[src/rtl/hazard_pkg.sv]
// Shared types and constants for the pipeline hazard controller slice.
package hazard_pkg;

  localparam int REG_IDX_W = 5;

  typedef enum logic [1:0] {
    HZ_RUN      = 2'd0,
    HZ_MEM_WAIT = 2'd1
  } hz_state_t;

endpackage

[src/rtl/pipeline_hazard_controller_if.sv]
// Hazard inputs from the datapath and pipeline-register controls back to it.
interface pipeline_hazard_controller_if;

  logic [hazard_pkg::REG_IDX_W-1:0] id_rs_i;
  logic [hazard_pkg::REG_IDX_W-1:0] id_rt_i;
  logic                             id_uses_rt_i;
  logic                             idex_mem_read_i;
  logic [hazard_pkg::REG_IDX_W-1:0] idex_write_register_i;
  logic                             ex_branch_taken_i;
  logic                             ex_jmp_i;
  // Memory handshake: dmem_req_i marks a MEM-stage access; the access
  // completes in the cycle dmem_ready_i is high. Until then the pipe freezes.
  logic                             dmem_req_i;
  logic                             dmem_ready_i;

  logic pc_enable_o;
  logic ifid_enable_o;
  logic idex_enable_o;
  logic exmem_enable_o;
  logic memwb_enable_o;
  logic ifid_flush_o;
  logic idex_flush_o;

  // Controller side.
  modport master (
    input  id_rs_i, id_rt_i, id_uses_rt_i, idex_mem_read_i,
           idex_write_register_i, ex_branch_taken_i, ex_jmp_i,
           dmem_req_i, dmem_ready_i,
    output pc_enable_o, ifid_enable_o, idex_enable_o, exmem_enable_o,
           memwb_enable_o, ifid_flush_o, idex_flush_o
  );

  // Datapath side.
  modport slave (
    output id_rs_i, id_rt_i, id_uses_rt_i, idex_mem_read_i,
           idex_write_register_i, ex_branch_taken_i, ex_jmp_i,
           dmem_req_i, dmem_ready_i,
    input  pc_enable_o, ifid_enable_o, idex_enable_o, exmem_enable_o,
           memwb_enable_o, ifid_flush_o, idex_flush_o
  );

endinterface

[src/rtl/hazard_sat_counter.sv]
// Event counter that sticks at all-ones instead of wrapping.
module hazard_sat_counter #(
  parameter int WIDTH = 16
) (
  input  logic             clk,
  input  logic             reset,
  input  logic             inc_i,
  output logic [WIDTH-1:0] count_o
);

  always_ff @(posedge clk or negedge reset) begin
    if (!reset) begin
      count_o <= '0;
    end else if (inc_i && (count_o != '1)) begin
      count_o <= count_o + WIDTH'(1);
    end
  end

endmodule

[src/rtl/pipeline_hazard_controller.sv]
// Load-use / control-flush / memory-freeze sequencer for the 5-stage pipeline.
module pipeline_hazard_controller
  import hazard_pkg::*;
#(
  parameter int COUNT_WIDTH = 16,
  parameter int MAX_WAIT    = 15
) (
  input  logic                         clk,
  input  logic                         reset,
  pipeline_hazard_controller_if.master hz,
  output logic [COUNT_WIDTH-1:0]       stall_count_o,
  output logic [COUNT_WIDTH-1:0]       flush_count_o,
  output logic                         timeout_o,
  output logic [1:0]                   state_o
);

  localparam logic [7:0] MAX_WAIT_8 = 8'(MAX_WAIT);

  hz_state_t  state_q;
  hz_state_t  state_d;
  logic [7:0] wait_cnt_q;
  logic [7:0] wait_cnt_inc;
  logic       timeout_q;

  logic       freeze;
  logic       ctrl_flush;
  logic       load_use;
  logic       stall_inc;
  logic       flush_inc;
  logic [4:0] en;        // {pc, ifid, idex, exmem, memwb}
  logic       ifid_fl;
  logic       idex_fl;

  assign ctrl_flush = hz.ex_branch_taken_i | hz.ex_jmp_i;

  assign load_use = hz.idex_mem_read_i &&
                    (hz.idex_write_register_i != '0) &&
                    ((hz.idex_write_register_i == hz.id_rs_i) ||
                     (hz.id_uses_rt_i && (hz.idex_write_register_i == hz.id_rt_i)));

  always_comb begin
    freeze  = 1'b0;
    state_d = HZ_RUN;
    en      = 5'b11111;
    ifid_fl = 1'b0;
    idex_fl = 1'b0;

    // Illegal encodings behave like RUN and therefore fall back to it.
    case (state_q)
      HZ_MEM_WAIT: freeze = !hz.dmem_ready_i;
      default:     freeze = hz.dmem_req_i && !hz.dmem_ready_i;
    endcase

    if (freeze) begin
      state_d = HZ_MEM_WAIT;
    end

    if (freeze) begin
      en = 5'b00000;
    end else if (ctrl_flush) begin
      ifid_fl = 1'b1;
      idex_fl = 1'b1;
    end else if (load_use) begin
      en      = 5'b00111;
      idex_fl = 1'b1;
    end
  end

  assign stall_inc = freeze | (!ctrl_flush & load_use);
  assign flush_inc = !freeze & ctrl_flush;

  // Reset forces every control low without waiting for a clock.
  assign hz.pc_enable_o    = reset & en[4];
  assign hz.ifid_enable_o  = reset & en[3];
  assign hz.idex_enable_o  = reset & en[2];
  assign hz.exmem_enable_o = reset & en[1];
  assign hz.memwb_enable_o = reset & en[0];
  assign hz.ifid_flush_o   = reset & ifid_fl;
  assign hz.idex_flush_o   = reset & idex_fl;

  always_ff @(posedge clk or negedge reset) begin
    if (!reset) begin
      state_q <= HZ_RUN;
    end else begin
      state_q <= state_d;
    end
  end

  assign wait_cnt_inc = (wait_cnt_q == 8'hFF) ? 8'hFF : (wait_cnt_q + 8'd1);

  // The wait keeps going after a timeout; the flag only reports it.
  always_ff @(posedge clk or negedge reset) begin
    if (!reset) begin
      wait_cnt_q <= '0;
      timeout_q  <= 1'b0;
    end else if (state_q == HZ_MEM_WAIT) begin
      wait_cnt_q <= wait_cnt_inc;
      if (wait_cnt_inc >= MAX_WAIT_8) begin
        timeout_q <= 1'b1;
      end
    end else begin
      wait_cnt_q <= '0;
    end
  end

  hazard_sat_counter #(.WIDTH(COUNT_WIDTH)) u_stall_cnt (
    .clk     (clk),
    .reset   (reset),
    .inc_i   (stall_inc),
    .count_o (stall_count_o)
  );

  hazard_sat_counter #(.WIDTH(COUNT_WIDTH)) u_flush_cnt (
    .clk     (clk),
    .reset   (reset),
    .inc_i   (flush_inc),
    .count_o (flush_count_o)
  );

  assign timeout_o = timeout_q;
  assign state_o   = state_q;

endmodule

[src/flat_wrapper.sv]
// flat-port wrapper written by rule: the top's interface ports become plain ports
module pipeline_hazard_controller_flat import hazard_pkg::*;
#(
  parameter int COUNT_WIDTH = 16,
  parameter int MAX_WAIT    = 15
)
  (clk, reset, stall_count_o, flush_count_o, timeout_o, state_o, hz_id_rs_i, hz_id_rt_i, hz_id_uses_rt_i, hz_idex_mem_read_i, hz_idex_write_register_i, hz_ex_branch_taken_i, hz_ex_jmp_i, hz_dmem_req_i, hz_dmem_ready_i, hz_pc_enable_o, hz_ifid_enable_o, hz_idex_enable_o, hz_exmem_enable_o, hz_memwb_enable_o, hz_ifid_flush_o, hz_idex_flush_o);
  pipeline_hazard_controller_if hz_i ();
  input  logic clk;
  input  logic reset;
  output logic [COUNT_WIDTH-1:0] stall_count_o;
  output logic [COUNT_WIDTH-1:0] flush_count_o;
  output logic timeout_o;
  output logic [1:0] state_o;
  input wire logic [$bits(hz_i.id_rs_i)-1:0] hz_id_rs_i;
  input wire logic [$bits(hz_i.id_rt_i)-1:0] hz_id_rt_i;
  input wire logic [$bits(hz_i.id_uses_rt_i)-1:0] hz_id_uses_rt_i;
  input wire logic [$bits(hz_i.idex_mem_read_i)-1:0] hz_idex_mem_read_i;
  input wire logic [$bits(hz_i.idex_write_register_i)-1:0] hz_idex_write_register_i;
  input wire logic [$bits(hz_i.ex_branch_taken_i)-1:0] hz_ex_branch_taken_i;
  input wire logic [$bits(hz_i.ex_jmp_i)-1:0] hz_ex_jmp_i;
  input wire logic [$bits(hz_i.dmem_req_i)-1:0] hz_dmem_req_i;
  input wire logic [$bits(hz_i.dmem_ready_i)-1:0] hz_dmem_ready_i;
  output wire logic [$bits(hz_i.pc_enable_o)-1:0] hz_pc_enable_o;
  output wire logic [$bits(hz_i.ifid_enable_o)-1:0] hz_ifid_enable_o;
  output wire logic [$bits(hz_i.idex_enable_o)-1:0] hz_idex_enable_o;
  output wire logic [$bits(hz_i.exmem_enable_o)-1:0] hz_exmem_enable_o;
  output wire logic [$bits(hz_i.memwb_enable_o)-1:0] hz_memwb_enable_o;
  output wire logic [$bits(hz_i.ifid_flush_o)-1:0] hz_ifid_flush_o;
  output wire logic [$bits(hz_i.idex_flush_o)-1:0] hz_idex_flush_o;
  assign hz_i.id_rs_i = hz_id_rs_i;
  assign hz_i.id_rt_i = hz_id_rt_i;
  assign hz_i.id_uses_rt_i = hz_id_uses_rt_i;
  assign hz_i.idex_mem_read_i = hz_idex_mem_read_i;
  assign hz_i.idex_write_register_i = hz_idex_write_register_i;
  assign hz_i.ex_branch_taken_i = hz_ex_branch_taken_i;
  assign hz_i.ex_jmp_i = hz_ex_jmp_i;
  assign hz_i.dmem_req_i = hz_dmem_req_i;
  assign hz_i.dmem_ready_i = hz_dmem_ready_i;
  assign hz_pc_enable_o = hz_i.pc_enable_o;
  assign hz_ifid_enable_o = hz_i.ifid_enable_o;
  assign hz_idex_enable_o = hz_i.idex_enable_o;
  assign hz_exmem_enable_o = hz_i.exmem_enable_o;
  assign hz_memwb_enable_o = hz_i.memwb_enable_o;
  assign hz_ifid_flush_o = hz_i.ifid_flush_o;
  assign hz_idex_flush_o = hz_i.idex_flush_o;
  pipeline_hazard_controller #(.COUNT_WIDTH(COUNT_WIDTH), .MAX_WAIT(MAX_WAIT)) u_core (.clk(clk), .reset(reset), .hz(hz_i), .stall_count_o(stall_count_o), .flush_count_o(flush_count_o), .timeout_o(timeout_o), .state_o(state_o));
endmodule
[config.mk]
export PLATFORM = sky130hd
export DESIGN_NAME = pipeline_hazard_controller_flat
export DESIGN_NICKNAME = d
export VERILOG_FILES = /design/src/rtl/hazard_pkg.sv /design/src/rtl/pipeline_hazard_controller_if.sv /design/src/rtl/hazard_sat_counter.sv /design/src/rtl/pipeline_hazard_controller.sv /design/src/flat_wrapper.sv
export SDC_FILE = /design/constraint.sdc
export NUM_CORES = 1
export LEC_CHECK = 0
export BUFFER_PORTS_ARGS = -buffer_cell sky130_fd_sc_hd__buf_2
export CORE_AREA = 2 2 82 84
export CTS_CLUSTER_SIZE = 30
export DETAILED_ROUTE_END_ITERATION = 12
export DIE_AREA = 0 0 84 86
export GPL_TIMING_DRIVEN = 0
export SLEW_MARGIN = 20
export SYNTH_ARGS = -nofsm -noshare
export SYNTH_HDL_FRONTEND = slang
export SYNTH_SLANG_ARGS = --single-unit
export TNS_END_PERCENT = 5
[constraint.sdc]
create_clock -name clk -period 2.15 [get_ports clk]
set_input_delay 0.215 -clock clk [delete_from_list [all_inputs] [get_ports clk]]
set_output_delay 0.215 -clock clk [all_outputs]
set_load 0.01 [all_outputs]
==> run_results.csv, run 1 <==
group,metric,value,unit
run_status,status,"finished, final reports clean",
sta,rsz0062_at_grt,"no",
power_and_ir_drop,pwr_density_cell,764,nW/um^2
cells_and_area,fin_cells,363,
die,start_util,0.347,
placement,dpl-instance-area,2590,um^2
die,coreArea,6280,um^2
worst_hold_path,hold_class,"in2reg",
sta,slew_headroom,0.668,
cts,clkLatencyLatePin,0.29,ns
logic_synthesis,ys_ff_latch,42,
logic_synthesis,synth_top_flop_cell,"dfrtp_1",
cts,cts_tree,"built",
die,io-pin-count,65,
job,maxCapViolCount,0,
logic_synthesis,async_flop_share,1.00,
sta,period_minus_slack,2.00,ns
sta,worst_pin_slew,0.496,ns
cells_and_area,antenna_cells,0,
logic_synthesis,synth_edf_count,0,
placement,dp_slack,-0.0962,ns
logic_synthesis,ys_types,39,
cells_and_area,multi_input_area,1060,um^2
sta,fin_worst_skew,0.00363,ns
worst_setup_path,arrival,1.78,ns
die,die_height,86,um
sta,fin_hold_ws,0.207,ns
worst_setup_path,cp.required,1.93,ns
die,die_x,84,um
logic_synthesis,ys_warn_count,0,
drt,ant_nets,0,
logic_synthesis,synth_nets,239,
cells_and_area,regArea,1050,um^2
cts,clockBufferDepth,2,
global_routing,grt_max_degree,44,
drt,vias,1784,
global_routing,grtUsageTotal,0.134,
cells_and_area,syn_to_final_growth,24.9,%
placement,port_buffers,63,
global_routing,grt_pass1_wl,7.89,mm
cells_and_area,fin_util,0.434,
cells_and_area,mostFrequentLayoutCells,"buf_2, dfrtp_1, xnor2_1",
placement,dp_cells,353,
worst_setup_path,crit_fanout,3,
drt,wl,4.65,mm
die,dieArea,7220,um^2
sta,finalHoldViolations,0,
cts,numCtsBuffers,5,
sta,finalCritPeriodShare,0.929,
logic_synthesis,yosysSeqAreaShare,0.482,
drt,firstDrtPassIters,4,
cts,clk_pin_slew,0.07,ns
die,fp-row-count,29,
cells_and_area,drive_gt1_frac,0.290,
global_routing,grt-ovfl-total,0,
sta,fmax,0.500,GHz
sta,drv_slew,0,
cts,clock_sinks,42,
cells_and_area,final_area,2720,um^2
cts,cts-root-buf,"clkbuf_8",
worst_setup_path,worstSetupEndpointType,"output port",
power_and_ir_drop,leakage,0.00135,uW
logic_synthesis,synthCells,213,
drt,via_per_inst,4.91,
placement,gp_congestion,0.769,
sta,worst_slack,0.152,ns
logic_synthesis,syn_area,2180,um^2
global_routing,grt_pass1_vias,1704,
drt,remaining_drc_errors,0,
cells_and_area,nets,312,
logic_synthesis,synth.avg_cell_area,10.2,um^2
drt,wire_per_inst,12.8,um
drt,dr.first_iter.drc_count,43,
power_and_ir_drop,ir_worst_vdd,0.633,mV
placement,detailed_place_hpwl,3.46,mm
worst_setup_path,path_class,"in2out",
cts,cts_max_level,2,
cells_and_area,nFillCells,617,
worst_setup_path,start_kind,"input pin",
global_routing,antenna_found_initial,0,
cells_and_area,final_common_cell,"buf_2",
sta,setup_violations,0,
-- power by group --
part           leakage, uW  switching (uW)  total (uW)  internal [uW]
clock            0.0000383             257         481            224
sequential        0.000561             150        1060            911
combinational     0.000754             262         537            275
-- path summary, 6_finish.rpt --
path                                               start                       endpoint  slack, ns  cells past startpoint
max in group asynchronous                          reset           u_core.wait_cnt_q[2]       1.49                      3
min in group asynchronous                          reset  u_core.u_stall_cnt.count_o[6]       0.46                      3
setup reg to reg           u_core.u_stall_cnt.count_o[0]  u_core.u_stall_cnt.count_o[9]       0.31                      7
setup / recovery             hz_idex_write_register_i[0]                 hz_pc_enable_o       0.15                      7
hold reg to reg                         u_core.timeout_o               u_core.timeout_o       0.47                      1
hold / removal                             hz_dmem_req_i              u_core.state_o[0]       0.21                      3
-- synth_stat cells, drive strengths merged (2+ instances only) --
cell    instances  share of area
dfrtp          42           0.48
xnor2          29           0.12
nand3          22          0.051
nor2           17          0.029
and3           15          0.043
nand2          15          0.026
xor2           12          0.048
nand4          10          0.029
buf             6          0.021
inv             6          0.010
o21ai           6          0.014
a21oi           4         0.0092
ha              3          0.017
mux2            3          0.017
a31oi           2         0.0057
clkbuf          2         0.0034
nor3            2         0.0046
-- through the flow --
step	TNS (ns)	total power (uW)
floorplan	0	1370
global placement	-0.749	1590
detailed placement	-0.606	1610
CTS	0	2100
global route	0	2220
finish	0	2080
-- area by class of cell --
class / instances / share of cell area
clock buffer: 7 / 0.0280
timing repair buffer: 66 / 0.133
inverter: 6 / 0.00827
multi-input combinational: 157 / 0.389
tap: 77 / 0.0354
buffer: 8 / 0.0198
sequential: 42 / 0.386
-- registers in the layout, summed over array words and instances (netlist names) --
register                    flops
u_core.u_flush_cnt.count_o     16
u_core.u_stall_cnt.count_o     16
u_core.wait_cnt_q               8
u_core.state_o                  1
u_core.timeout_o                1
-- metal layers --
layer	global-route usage	part of all wire	vias to the layer above
met5	0	0	-
li1	-	-	883
met4	0.0440	0.0090	0
met2	0.209	0.46	48
met1	0.182	0.48	848
met3	0.0385	0.047	5
-- kinds of logic after synthesis --
family,synth area share
adder cells (fa/ha/maj),0.0172
other,0.00172
AO/OA/AOI/OAI,0.0637
buffers and inverters,0.0350
XOR/XNOR,0.165
multiplexers,0.0218
flip-flops,0.482
AND/OR/NAND/NOR,0.214
-- critical path, stage by stage --
cell	delay [ns]
buf_2	0.12
or4_2	0.69
o21ai_2	0.20
nor2_1	0.09
a21oi_1	0.22
buf_4	0.14
buf_2	0.11
-- timing repair --
item | in CTS | in global routing
setup buffers | 1 | 0
resized for setup | 0 | 2
hold buffers | 0 | 2
pin swaps | 0 | 0
setup endpoints to repair | 4 | 2
hold endpoints to repair | 0 | 42
cloned | 0 | 0
No activity file was read; power rests on OpenSTA's default activity.
==> run 2: changes to the inputs <==
CELL_PAD_IN_SITES_DETAIL_PLACEMENT = 1   (was not set)
CELL_PAD_IN_SITES_GLOBAL_PLACEMENT = 2   (was not set)
CORE_AREA = 2 2 87 89   (was 2 2 82 84)
DIE_AREA = 0 0 89 91   (was 0 0 84 86)
PLACE_DENSITY_LB_ADDON = 0.1   (was not set)
==> run_results.csv, run 2 (synthesis gave the netlist of run 1 again) <==
group,metric,value,unit
power_and_ir_drop,pwr_density_cell,770,nW/um^2
cts,clk_pin_slew,0.07,ns
die,start_util,0.305,
global_routing,grt_util_met1,0.185,
worst_hold_path,hold_class,"in2reg",
drt,wire_per_inst,13.9,um
worst_setup_path,worstSetupEndpointType,"output port",
cts,clock_sinks,42,
global_routing,antenna_found_initial,0,
die,fp-row-count,31,
sta,finalHoldViolations,0,
cells_and_area,mostFrequentLayoutCells,"buf_2, dfrtp_1, xnor2_1",
job,maxCapViolCount,0,
worst_setup_path,r2r_slack,0.25,ns
worst_setup_path,path_class,"in2out",
drt,remaining_drc_errors,0,
power_and_ir_drop,ir_worst_vdd,0.416,mV
worst_setup_path,cp-endpoint,"hz_pc_enable_o",
cts,cts_max_level,2,
sta,drv_slew,0,
worst_setup_path,r2r_end,"u_core.u_stall_cnt.count_o[14]",
cts,clkLatencyLatePin,0.29,ns
die,die_x,89,um
placement,gp_congestion,0.716,
placement,detailed_place_hpwl,3.96,mm
placement,dpl-instance-area,2620,um^2
global_routing,use_met2,0.231,
global_routing,grt_pass1_wl,9.08,mm
cts,cts-root-buf,"clkbuf_8",
die,die_height,91,um
die,io-pin-count,65,
drt,dr.first_iter.drc_count,31,
cts,cts_tree,"built",
worst_setup_path,arrival,1.78,ns
global_routing,grt_max_degree,44,
sta,setup_violations,0,
sta,worst_slack,0.152,ns
global_routing,grt-ovfl-total,0,
drt,firstDrtPassIters,4,
cts,clockBufferDepth,2,
sta,period_minus_slack,2.00,ns
cells_and_area,final_common_cell,"buf_2",
cells_and_area,drive_gt1_frac,0.306,
worst_setup_path,crit_fanout,3,
worst_setup_path,start_kind,"input pin",
cts,numCtsBuffers,5,
cells_and_area,syn_to_final_growth,27.5,%
cells_and_area,reg_top3,"u_core.u_flush_cnt.count_o x16, u_core.u_stall_cnt.count_o x16, u_core.wait_cnt_q x8",
drt,via_per_inst,4.61,
global_routing,grtUsageTotal,0.140,
die,dieArea,8100,um^2
worst_setup_path,reg2regPathDepth,6,
sta,rsz0062_at_grt,"no",
placement,port_buffers,63,
cells_and_area,final_area,2780,um^2
run_status,status,"finished, final reports clean",
worst_setup_path,crit_start,"hz_idex_write_register_i[0]",
worst_setup_path,cp.required,1.93,ns
global_routing,top_usage_layer,"met2",
global_routing,grt_pass1_vias,1898,
drt,ant_nets,0,
sta,fmax,0.501,GHz
drt,wl,5.37,mm
sta,finalCritPeriodShare,0.929,
sta,setup_tns,0,ns
power_and_ir_drop,p_total,2140,uW
cells_and_area,nets,313,
sta,fin_hold_ws,0.208,ns
drt,vias,1786,
sta,fin_worst_skew,0.00883,ns
die,coreArea,7140,um^2
global_routing,met3_usage,0.0273,
worst_setup_path,r2r-start,"u_core.u_stall_cnt.count_o[6]",
cells_and_area,antenna_cells,0,
power_and_ir_drop,leakage,0.00137,uW
placement,dp_slack,-0.0850,ns
## run 2: cell types whose count changed in the layout (fill, tap and decap cells not counted), sizes merged
cell      before  now
buf           71   72
clkbuf         9    8
clkinv         0    1
clkinvlp       0    1
## run 2: layout make-up
cell class              count  area [um^2]
multi-input cells         157         1060
well taps                  99          124
clock buffers               6         82.6
plain buffers               8         53.8
clock inverters             2         12.5
fillers                   867         4360
flip-flops and latches     42         1050
repair buffers             67          370
inverters                   6         22.5
## run 2: report_power, final
| group | internal (uW) | switching, uW |
|---|---|---|
| clock | 258 | 275 |
| sequential | 910 | 153 |
| combinational | 277 | 266 |
| total | 1450 | 694 |
## run 2: worst max-delay path: stages
cell	delay, ns
buf_2	0.12
or4_2	0.67
o21ai_2	0.20
nor2_1	0.08
a21oi_1	0.23
buf_4	0.14
buf_2	0.12
## run 2: metrics by stage
stage	utilization	instances
after floorplan	-	213
after global placement	0.367	375
after detailed placement	0.367	375
after CTS	0.381	383
after global routing	0.389	387
final	0.389	387
## run 2: timing repair
item                       CTS  global route
pin swaps                    0             0
cloned                       0             0
hold endpoints to repair     0            42
hold buffers                 0             2
setup endpoints to repair    5             6
gates resized for setup      1             2
buffers inserted             0             2
## run 2: metal layers
metal	up-vias	routed length, um
met1	864	2480
met2	32	2630
li1	883	-
met5	-	0
met3	7	190
met4	0	63
## run 2: worst min-delay path by stage
stage                        from                       endpoint  slack (ns)  cells past startpoint
floorplan                   reset              u_core.state_o[0]       -0.08                      0
global placement            reset  u_core.u_flush_cnt.count_o[5]        0.44                      1
detailed placement          reset  u_core.u_flush_cnt.count_o[3]        0.43                      1
CTS                         reset  u_core.u_flush_cnt.count_o[8]        0.11                      1
global route        hz_dmem_req_i              u_core.state_o[0]        0.23                      3
finish              hz_dmem_req_i              u_core.state_o[0]        0.21                      3
==> run 3: changes to the inputs <==
GPL_TIMING_DRIVEN = not set   (was 0)
==> run_results.csv, run 3 (synthesis gave the netlist of run 1 again) <==
group,metric,value,unit
run_status,status,"finished, final reports clean",
die,fp-row-count,31,
cts,cts_resized,0,
cts,clock_sinks,42,
die,coreArea,7140,um^2
sta,setup_violations,0,
worst_setup_path,arrival,1.77,ns
placement,dpl-instance-area,2610,um^2
cells_and_area,final_common_cell,"buf_2",
die,die_x,89,um
sta,period_minus_slack,1.98,ns
worst_setup_path,r2r_slack,0.28,ns
worst_setup_path,r2r-start,"u_core.u_flush_cnt.count_o[7]",
drt,remaining_drc_errors,0,
cells_and_area,nFillCells,865,
cells_and_area,final_area,2710,um^2
cts,post_cts_buffers,0,
job,maxCapViolCount,0,
global_routing,grt_max_degree,43,
power_and_ir_drop,p_seq_frac,0.502,
cts,cts-root-buf,"clkbuf_8",
power_and_ir_drop,switchingPower,701,uW
power_and_ir_drop,p_sw_frac,0.328,
die,start_util,0.305,
worst_setup_path,slowest_delay,0.67,ns
sta,setup_tns,0,ns
worst_setup_path,crit_chain,"buf_2 -> or4_2 -> o21ai_1 -> nor2_1 -> a21oi_1 -> buf_2",
cells_and_area,drive_gt1_frac,0.291,
cells_and_area,reg_top3,"u_core.u_flush_cnt.count_o x16, u_core.u_stall_cnt.count_o x16, u_core.wait_cnt_q x8",
sta,drv_slew,0,
sta,fin_worst_skew,0.00492,ns
cells_and_area,regArea,1050,um^2
cts,cts_max_level,2,
die,io-pin-count,65,
worst_setup_path,worstSetupEndpointType,"output port",
worst_setup_path,crit_path_frequent_cell,"buf_2",
global_routing,grtUsageTotal,0.141,
worst_setup_path,r2r_end,"u_core.u_flush_cnt.count_o[15]",
drt,vias,1775,
drt,via_per_inst,4.66,
cts,clk_pin_slew,0.08,ns
power_and_ir_drop,pwr_density_cell,789,nW/um^2
cells_and_area,mostFrequentLayoutCells,"buf_2, dfrtp_1, xnor2_1",
cells_and_area,multi_input_area,1050,um^2
cts,cts_tree,"built",
sta,fmax,0.504,GHz
power_and_ir_drop,power_frac_comb,0.246,
worst_setup_path,cp.required,1.93,ns
drt,wl,5.35,mm
worst_setup_path,path_class,"in2out",
cells_and_area,nets,307,
power_and_ir_drop,p_int,1430,uW
sta,worst_slack,0.165,ns
drt,wire_per_inst,14.0,um
worst_setup_path,slowest_stage,"or4_2",
cts,clockBufferDepth,2,
cells_and_area,syn_to_final_growth,24.1,%
placement,detailed_place_hpwl,4.07,mm
worst_setup_path,start_kind,"input pin",
sta,finalCritPeriodShare,0.923,
power_and_ir_drop,ir_worst_vdd,0.304,mV
drt,dr.first_iter.drc_count,37,
global_routing,antenna_found_initial,0,
global_routing,grt_pass1_wl,9.01,mm
cts,numCtsBuffers,5,
sta,finalHoldViolations,0,
worst_setup_path,crit_fanout,3,
drt,firstDrtPassIters,4,
global_routing,grt_pass1_vias,1815,
drt,ant_nets,0,
placement,dp_slack,0.0629,ns
global_routing,grt-ovfl-total,0,
placement,port_buffers,63,
power_and_ir_drop,leakage,0.00133,uW
die,dieArea,8100,um^2
cts,cts_hold_buf,0,
power_and_ir_drop,clkPwrFrac,0.252,
worst_setup_path,crit_start,"hz_idex_write_register_i[0]",
cts,clkLatencyLatePin,0.29,ns
worst_setup_path,cp-endpoint,"hz_ifid_enable_o",
sta,rsz0062_at_grt,"no",
placement,gp_congestion,0.765,
cells_and_area,antenna_cells,0,
die,die_height,91,um
power_and_ir_drop,p_total,2130,uW
sta,fin_hold_ws,0.0333,ns
worst_setup_path,reg2regPathDepth,6,
sta,slew_headroom,0.631,
sta,worst_pin_slew,0.554,ns
worst_hold_path,hold_class,"in2async",
[run 3: stage by stage]
stage / utilization / instances
floorplan: - / 213
global placement: 0.366 / 373
global route: 0.379 / 381
detailed placement: 0.366 / 373
CTS: 0.379 / 381
finish: 0.379 / 381
[run 3: power groups by stage]
| stage | logic [uW] | registers [uW] | clock network, uW |
|---|---|---|---|
| after floorplan | 263 | 1110 | 0 |
| after global placement | 528 | 1090 | 0 |
| after detailed placement | 536 | 1090 | 0 |
| after CTS | 537 | 1070 | 573 |
| after global routing | 585 | 1100 | 606 |
| final | 524 | 1070 | 538 |
[run 3: how the worst min path moves through the flow]
| stage | startpoint | slack (ns) | end |
|---|---|---|---|
| 6_report | reset | 0.03 | u_core.u_flush_cnt.count_o[4] |
| 3_5_place_dp | reset | 0.38 | u_core.u_flush_cnt.count_o[6] |
| 5_1_grt | reset | 0.07 | u_core.u_flush_cnt.count_o[4] |
| 3_3_place_gp | reset | 0.39 | u_core.u_flush_cnt.count_o[6] |
| 4_1_cts | reset | 0.06 | u_core.u_stall_cnt.count_o[11] |
| 2_1_floorplan | reset | -0.08 | u_core.state_o[0] |
[run 3: layer usage]
layer	vias up	part of all wire	wire length (um)	global-route usage
li1	870	-	-	-
met2	36	0.49	2620	0.228
met3	6	0.034	182	0.0300
met1	863	0.47	2500	0.192
met4	0	0.0082	44	0.0299
met5	-	0	0	0
[run 3: worst max-delay path: cells and delay by family]
family,cells,cell delay [ns]
AO/OA/AOI/OAI,2,0.48
AND/OR/NAND/NOR,2,0.77
buffers and inverters,2,0.29
[run 3: final cells by class]
| cell class | instances | share of cell area |
|---|---|---|
| clock buffer | 6 | 0.0305 |
| timing repair buffer | 69 | 0.133 |
| sequential | 42 | 0.389 |
| tap | 99 | 0.0458 |
| inverter | 6 | 0.00833 |
| clock inverter | 2 | 0.00463 |
| multi-input combinational | 157 | 0.389 |
